## src/rtl/acc_exec_pkg.sv

```systemverilog
// acc_exec_pkg: shared constants and types for the accumulator execute stage.
//   W      - accumulator / index-register data width
//   NREG   - number of index registers (addressed by the 4-bit opa field)
//   state_t with StIdle/StRead/StExec - FSM encoding
//   strobe_t - decoded instruction strobes, order {clb, clc, iac, add}
package acc_exec_pkg;

  localparam int unsigned W    = 4;
  localparam int unsigned NREG = 16;
  localparam int unsigned AW   = 4;

  typedef logic [1:0] state_t;
  localparam state_t StIdle = 2'd0;
  localparam state_t StRead = 2'd1;
  localparam state_t StExec = 2'd2;

  typedef struct packed {
    logic clb;
    logic clc;
    logic iac;
    logic add;
  } strobe_t;

  // True when two or more strobes are set (decoder violated one-hot).
  function automatic logic multi_strobe(strobe_t s);
    return (s.clb & s.clc) | (s.clb & s.iac) | (s.clb & s.add) |
           (s.clc & s.iac) | (s.clc & s.add) | (s.iac & s.add);
  endfunction

endpackage

```

## src/rtl/acc_regfile.sv

```systemverilog
// acc_regfile: NREG x W index-register file, one synchronous write port and
// one combinational read port. All entries clear on asynchronous reset.
//   clk, rst_n          - clock, async active-low reset
//   we_i/waddr_i/wdata_i - write port
//   raddr_i/rdata_o      - read port (returns the pre-write value on collision)
module acc_regfile
  import acc_exec_pkg::*;
(
  input  logic          clk,
  input  logic          rst_n,
  input  logic          we_i,
  input  logic [AW-1:0] waddr_i,
  input  logic [W-1:0]  wdata_i,
  input  logic [AW-1:0] raddr_i,
  output logic [W-1:0]  rdata_o
);

  logic [W-1:0] regs_q [NREG];

  always_ff @(posedge clk or negedge rst_n) begin
    if (!rst_n) begin
      for (int i = 0; i < NREG; i++) regs_q[i] <= '0;
    end else if (we_i) begin
      regs_q[waddr_i] <= wdata_i;
    end
  end

  assign rdata_o = regs_q[raddr_i];

endmodule

```

## src/rtl/acc_exec_unit.sv

```systemverilog
// acc_exec_unit: accumulator execute stage. Accepts one decoded instruction
// (clb/clc/iac/add strobes + opa) per valid/ready handshake and retires it
// over IDLE -> READ -> EXEC, pulsing done_o (and illegal_o on multi-strobe).
//   clk, rst_n              - clock, async active-low reset
//   instr_valid_i/ready_o   - instruction handshake (ready only in IDLE)
//   opa_i, clb_i..add_i     - operand field and decoder strobes
//   reg_we_i/waddr_i/wdata_i - index-register load path, any state
//   acc_o, cy_o             - architectural accumulator and carry
//   done_o, illegal_o       - one-cycle retire pulses
//   zero_o                  - only when ACC_ZERO_FLAG_EN is defined: acc==0
module acc_exec_unit
  import acc_exec_pkg::*;
(
  input  logic          clk,
  input  logic          rst_n,
  input  logic          instr_valid_i,
  output logic          instr_ready_o,
  input  logic [AW-1:0] opa_i,
  input  logic          clb_i,
  input  logic          clc_i,
  input  logic          iac_i,
  input  logic          add_i,
  input  logic          reg_we_i,
  input  logic [AW-1:0] reg_waddr_i,
  input  logic [W-1:0]  reg_wdata_i,
  output logic [W-1:0]  acc_o,
  output logic          cy_o,
  output logic          done_o,
`ifdef ACC_ZERO_FLAG_EN
  output logic          zero_o,
`endif
  output logic          illegal_o
);

  state_t        state_q, state_d;
  strobe_t       strb_q, strb_d;
  logic [AW-1:0] opa_q, opa_d;
  logic [W-1:0]  opnd_q, opnd_d;
  logic [W-1:0]  acc_q, acc_d;
  logic          cy_q, cy_d;
  logic          done_q, done_d;
  logic          illegal_q, illegal_d;
  logic [W-1:0]  rd_data;
  logic [W:0]    add_sum;
  logic [W:0]    iac_sum;

  acc_regfile u_regfile (
    .clk     (clk),
    .rst_n   (rst_n),
    .we_i    (reg_we_i),
    .waddr_i (reg_waddr_i),
    .wdata_i (reg_wdata_i),
    .raddr_i (opa_q),
    .rdata_o (rd_data)
  );

  assign add_sum = {1'b0, acc_q} + {1'b0, opnd_q} + {{W{1'b0}}, cy_q};
  assign iac_sum = {1'b0, acc_q} + {{W{1'b0}}, 1'b1};

  always_comb begin
    state_d   = state_q;
    strb_d    = strb_q;
    opa_d     = opa_q;
    opnd_d    = opnd_q;
    acc_d     = acc_q;
    cy_d      = cy_q;
    done_d    = 1'b0;
    illegal_d = 1'b0;
    case (state_q)
      StIdle: begin
        if (instr_valid_i) begin
          state_d = StRead;
          opa_d   = opa_i;
          strb_d  = '{clb: clb_i, clc: clc_i, iac: iac_i, add: add_i};
        end
      end
      StRead: begin
        state_d = StExec;
        opnd_d  = rd_data;
      end
      StExec: begin
        state_d = StIdle;
        done_d  = 1'b1;
        if (multi_strobe(strb_q)) begin
          illegal_d = 1'b1;
        end else if (strb_q.clb) begin
          acc_d = '0;
          cy_d  = 1'b0;
        end else if (strb_q.clc) begin
          cy_d = 1'b0;
        end else if (strb_q.iac) begin
          {cy_d, acc_d} = iac_sum;
        end else if (strb_q.add) begin
          {cy_d, acc_d} = add_sum;
        end
      end
      default: state_d = StIdle;
    endcase
  end

  always_ff @(posedge clk or negedge rst_n) begin
    if (!rst_n) begin
      state_q   <= StIdle;
      strb_q    <= '0;
      opa_q     <= '0;
      opnd_q    <= '0;
      acc_q     <= '0;
      cy_q      <= 1'b0;
      done_q    <= 1'b0;
      illegal_q <= 1'b0;
    end else begin
      state_q   <= state_d;
      strb_q    <= strb_d;
      opa_q     <= opa_d;
      opnd_q    <= opnd_d;
      acc_q     <= acc_d;
      cy_q      <= cy_d;
      done_q    <= done_d;
      illegal_q <= illegal_d;
    end
  end

`ifdef ACC_ZERO_FLAG_EN
  logic zero_q, zero_d;

  // acc only changes on the EXEC edge, so the flag tracks it there.
  always_comb begin
    zero_d = zero_q;
    if (state_q == StExec) zero_d = (acc_d == '0);
  end

  always_ff @(posedge clk or negedge rst_n) begin
    if (!rst_n) zero_q <= 1'b1;
    else        zero_q <= zero_d;
  end

  assign zero_o = zero_q;
`endif

  assign instr_ready_o = (state_q == StIdle);
  assign acc_o         = acc_q;
  assign cy_o          = cy_q;
  assign done_o        = done_q;
  assign illegal_o     = illegal_q;

endmodule
```

## config.mk

```make
export PLATFORM = sky130hd
export DESIGN_NAME = acc_exec_unit
export DESIGN_NICKNAME = d
export VERILOG_FILES = /design/src/rtl/acc_exec_pkg.sv /design/src/rtl/acc_regfile.sv /design/src/rtl/acc_exec_unit.sv
export SDC_FILE = /design/constraint.sdc
export NUM_CORES = 1
export LEC_CHECK = 0
export BUFFER_PORTS_ARGS = -buffer_cell sky130_fd_sc_hd__clkbuf_2
export CAP_MARGIN = 20
export CORE_ASPECT_RATIO = 0.8
export CORE_MARGIN = 3
export CORE_UTILIZATION = 35
export CTS_CLUSTER_DIAMETER = 30
export DETAILED_ROUTE_END_ITERATION = 8
export GPL_TIMING_DRIVEN = 0
export SETUP_SLACK_MARGIN = 0.05
export SLEW_MARGIN = 20
export SYNTH_ARGS = -nofsm -noshare
export SYNTH_HDL_FRONTEND = slang
export SYNTH_SLANG_ARGS = --single-unit
```

## constraint.sdc

```tcl
create_clock -name clk -period 5.43 [get_ports clk]
set_input_delay 0.2715 -clock clk [delete_from_list [all_inputs] [get_ports clk]]
set_output_delay 0.2715 -clock clk [all_outputs]
set_load 0.02 [all_outputs]
```

# [Word level (Yosys, flattened, before mapping)]
# Index checks and enable logic that the tools add are counted.
[word_totals] register_bits=85 out_inout_bits=8 wordCells=77
[classes] n_addsub=3 magnitude_cmp=3 eq_ne=4 muxes=19 n_bitwise=14 reduce_logical=7
[op_table] op="$bwmux 64" count=1
[op_table] op="$mux 4" count=7
[op_table] op="$bmux 4 s4" count=1
[op_table] op="$demux 4 s4" count=1
[op_table] op="$ge 5x5->1 const B" count=2
[op_table] op="$not 4->5" count=2
[op_table] op="$mux 1" count=7
[op_table] op="$and 1x1->1" count=6
[op_table] op="$add 4x1->5 const B" count=1
[op_table] op="$add 4x4->5" count=1
[op_table] op="$add 5x1->5" count=1
[op_table] op="$lt 5x1->1 const B" count=1
[op_table] op="$or 1x1->1" count=5
[op_table] op="$pmux 2 s2" count=1
[op_table] op="$reduce_and 4->1" count=1
[op_table] op="$reduce_bool 4->1" count=1
[op_table] op="$reduce_and 3->1" count=1
[op_table] op="$reduce_bool 3->1" count=1
[op_table] op="$eq 2x1->1 const B" count=1
[op_table] op="$eq 2x2->1 const B" count=1
[op_table] op="$logic_not 2->1" count=1
[op_table] op="$mux 2" count=1
[op_table] op="$ne 2x1->1 const B" count=1
[op_table] op="$ne 2x2->1 const B" count=1
[op_table] op="3 further kinds" count=3

# [Longest topological paths before layout]
[depth] word_depth=8 ltp_mapped=7 depth_no_buf=6

# [By module]
# From an unflattened synthesis, not the netlist that was laid out.
[unflattened] cells_unflattened=287 hier_area_um2=4113.9
[by_module_without_submodules] module="acc_regfile" n_inst=1 cells_per_inst=196 area_each_um2=3019.1 seq_area_each_um2=1601.5
[by_module_without_submodules] module="acc_exec_unit" n_inst=1 cells_per_inst=91 area_each_um2=1094.8 seq_area_each_um2=525.5

# [Worst setup path before layout]
# Ideal clock, no wire load.
[synth_timing] kind="register to register" startpoint="register acc_q[0] (netlist: acc_o[0])" endpoint="register acc_q[2] (netlist: acc_o[2])" t_arrival_ps=1787 required_ps=5301 path_slack_ps=3514 stages_incl_launch_ff=7 n_path_buf=0 synth_period_minus_slack_ps=1916 cell_sequence="dfrtp_1 > fa_1 > fa_1 > xnor2_1 > nor2_1 > a31oi_1 > o22ai_1"
[synth_between] elab_chain_cells=6 elab_cells_between_ends=7
[synth_rtl] item="start: declaration" line="acc_exec_unit.sv:39" text="logic [W-1:0] acc_q, acc_d;"
[synth_rtl] item="start signal: assignment" line="acc_exec_unit.sv:107" text="acc_q <= '0;"
[synth_rtl] item="start signal: assignment" line="acc_exec_unit.sv:116" text="acc_q <= acc_d;"
[synth_rtl] item="$add 4x4->5" line="acc_exec_unit.sv:57" text="assign add_sum = {1'b0, acc_q} + {1'b0, opnd_q} + {{W{1'b0}}, cy_q};"
[synth_rtl] item="$add 5x1->5" line="acc_exec_unit.sv:57"
[synth_rtl] item="$mux 4" line="acc_exec_unit.sv:93" text="end else if (strb_q.add) begin"
[synth_rtl] item="$mux 4 (*)" line="acc_exec_unit.sv:91" text="end else if (strb_q.iac) begin"
[synth_rtl] item="$mux 4 (*)" line="acc_exec_unit.sv:89" text="end else if (strb_q.clc) begin"
[synth_rtl] item="$mux 4 (*)" line="acc_exec_unit.sv:86" text="end else if (strb_q.clb) begin"
# Mark *: on every way between the ends. The rest lies on a longest branch, timed or not. The select of a mux whose other input is x is not followed.
# A chain may end at the register's enable or synchronous reset.

# [Final worst setup path]
# Same ends and word-level chain as after synthesis.

==> results.tsv <==
stage	metric	value	unit
status	status	finished, violations left	
status	violations	hold timing	
power	ir_worst_vdd	0.169	mV
place	port_buffers	27	
finish	final_layout_size_suffix_gt1_share	36.8	%
floorplanning	io_pins	28	
global_routing	grt_most_used_layer	met2	
global_routing	grt-ovfl-total	0	
timing	hold_viol_final	39	
hold_path	holdCritPathClass	in -> async	
finish	final-seq-area	2130	um2
setup_path	r2r_cells	6	
setup_path	path_class	reg -> reg	
global_routing	antenna_found_initial	0	
synth	ys_seq_area_share	52.5	%
synth	ys_ff_latch	85	
clock_network	clk_pin_slew_worst_paths	0.06	ns
setup_path	crit_family	adder cells	
clock_network	post_cts_buffers	0	
clock_network	holdBufCountCts	0	
setup_path	crit_arrival	2.15	ns
floorplanning	core	11100	um2
finish	num-nets-final	369	
run	cap_violations	0	
clock_network	cts_resized	0	
timing	period_share	35.5	%
clock_network	max-clock-path-buffers	2	
synth	yosys_warnings	0	
setup_path	reg2reg_from	acc_o[0]	
setup_path	slowest_delay	0.48	ns
synth	synth_cells	305	
floorplanning	die_x	126	um
global_routing	use_met2	21.6	%
clock_network	cts_htree_levels	3	
synth	synthArstFlopShare	100	%
setup_path	timing.rr.end	acc_o[2]	
place	dp.final_hpwl	6.09	mm
floorplanning	die_y	102	um
finish	final_common_cell	dfrtp_1	
global_routing	grt_first_pass_wirelength	14.2	mm
timing	setup_tns	0	ns
clock_network	clockRootBuffer	clkbuf_16	
finish	fill_cells	1067	
setup_path	crit_chain	fa_1 > fa_1 > xnor2_1 > nor2_1 > a31oi_1 > o22ai_1	
finish	multi_input_area	1840	um2
detailed_routing	drt-total-wl	8.52	mm
timing	max_clock_freq	0.519	GHz
setup_path	cp_common_cell	fa_1	
setup_path	crit_slowest_cell	fa_1	
timing	skew	0.00888	ns
detailed_routing	viasPerCell	5.14	
global_routing	grtUsageMet3	4.49	%
finish	final_cell_mix	dfrtp_1 (85), mux2_2 (75), clkbuf_2 (26)	
clock_network	cts_buffers	9	
global_routing	grt_max_degree	86	
timing	finalSetupViolCount	0	
floorplanning	dieArea	12900	um2
detailed_routing	first_iter_violations	85	
clock_network	clock_latency	0.34	ns
finish	diodes	0	
place	gp_congestion	0.777	
setup_path	crit_path_start_kind	register	
synth	avgSynthCellArea	13.3	um2
power	power.density	459	nW/um2
setup_path	required	5.65	ns
setup_path	timing.reg2reg.setup_slack	3.50	ns
synth	synth_edf_count	0	
setup_path	crit_end	acc_o[2]	
power	p_leak	2.06	nW
global_routing	grt_pass1_vias	2618	
detailed_routing	antenna_left	0	
timing	drv_slew	0	
timing	hold_slack	-0.0257	ns
detailed_routing	wl_per_cell	17.3	um
timing	rsz0062_at_grt	no	
global_routing	gr-usage-met1	20.5	%
synth	syn_nets	331	
clock_network	clock-sinks	85	
setup_path	worstPathMaxFanout	6	
global_routing	grt.total_usage	14.4	%
synth	ys.flop_type	dfrtp_1	
detailed_routing	vias	2530	
synth	synth_cell_types	38	
setup_path	endpoint_kind	register	
setup_path	startpoint	acc_o[0]	
detailed_routing	firstDrtPassIters	4	
detailed_routing	drc	0	
timing	worstMarginPinSlew	0.663	ns
setup_path	critPathBufInv	0	
finish	syn_to_final_growth	15.9	%
floorplanning	start_util	36.6	%
clock_network	cts_tree	yes	
timing	slew_headroom	55.8	%
synth	netlist_area	4050	um2
timing	fin_crit	1.93	ns
setup_path	crit_cells	6	
floorplanning	rows	34	
-- worst reg2reg max path: stages, from the launching register on --
cell	delay, ns
dfrtp_1	0.45
fa_1	0.48
fa_1	0.42
xnor2_1	0.17
nor2_1	0.05
a31oi_1	0.15
o22ai_1	0.09
-- worst min-delay path by stage --
| stage | start | endpoint | cells past startpoint |
|---|---|---|---|
| after floorplan | rst_n | acc_o[0] | 0 |
| after global placement | state_q[0] | illegal_o | 1 |
| after detailed placement | rst_n | acc_o[2] | 1 |
| after CTS | rst_n | acc_o[2] | 1 |
| after global routing | rst_n | acc_o[2] | 1 |
| final | rst_n | acc_o[0] | 1 |
-- cells in the mapped netlist (all sizes together), types with 5 or more instances --
| cell | count | area [um2] |
|---|---|---|
| dfrtp | 85 | 2130 |
| nor2b | 5 | 31.3 |
| o21ai | 7 | 35.0 |
| buf | 7 | 45.0 |
| clkbuf | 7 | 26.3 |
| mux2 | 75 | 845 |
| nor2 | 20 | 75.1 |
| a31oi | 7 | 43.8 |
| mux2i | 15 | 150 |
| nand3 | 9 | 45.0 |
| mux4 | 9 | 210 |
| nand2 | 14 | 52.6 |
-- cell families (layout without fill, tap and decap cells) --
group                    Yosys count  after routing  synth area share (%)
adder cells (fa/ha/maj)            7              7                  2.47
flip-flops                        85             85                  52.5
AND/OR/NAND/NOR                   67             67                  8.37
AO/OA/AOI/OAI                     25             25                  3.89
buffers and inverters             18             61                  2.13
multiplexers                      99             99                  29.7
XOR/XNOR                           4              4                 0.865
-- metrics by stage --
step	cell area [um2]	total power [mW]	utilization, %	setup slack (ns)	instances
after detailed placement	4370	1.51	39.5	3.50	476
after CTS	4690	2.18	42.4	3.49	492
after floorplan	4050	1.34	-	3.51	305
final	4690	2.15	42.4	3.50	492
after global routing	4690	2.30	42.4	3.34	492
after global placement	4370	1.50	39.5	3.19	476
-- routing by layer --
layer / vias to the layer above / part of all wire [%]
met1: 1280 / 51
met3: 12 / 4.1
met4: 0 / 1.2
met2: 47 / 44
met5: - / 0
li1: 1191 / -
-- registers in the layout (all words and copies together) (netlist names) --
name / cells
cy_o: 1
opnd_q: 4
done_o: 1
u_regfile.regs_q: 64
acc_o: 4
strb_q: 4
state_q: 2
opa_q: 4
illegal_o: 1
-- power breakdown --
group / total (mW) / switching, mW / internal [mW]
logic: 0.592 / 0.280 / 0.312
clock network: 0.657 / 0.240 / 0.417
registers: 0.903 / 0.110 / 0.793
total: 2.15 / 0.630 / 1.52
-- layout make-up --
| type | count | area share (%) |
|---|---|---|
| timing repair buffer | 27 | 3.07 |
| multi-input combinational | 202 | 39.1 |
| clock buffer | 13 | 5.33 |
| inverter | 4 | 0.320 |
| sequential | 85 | 45.3 |
| clock inverter | 3 | 1.47 |
| tap | 144 | 3.84 |
| buffer | 14 | 1.52 |
Power figures use the tool's default switching activity.
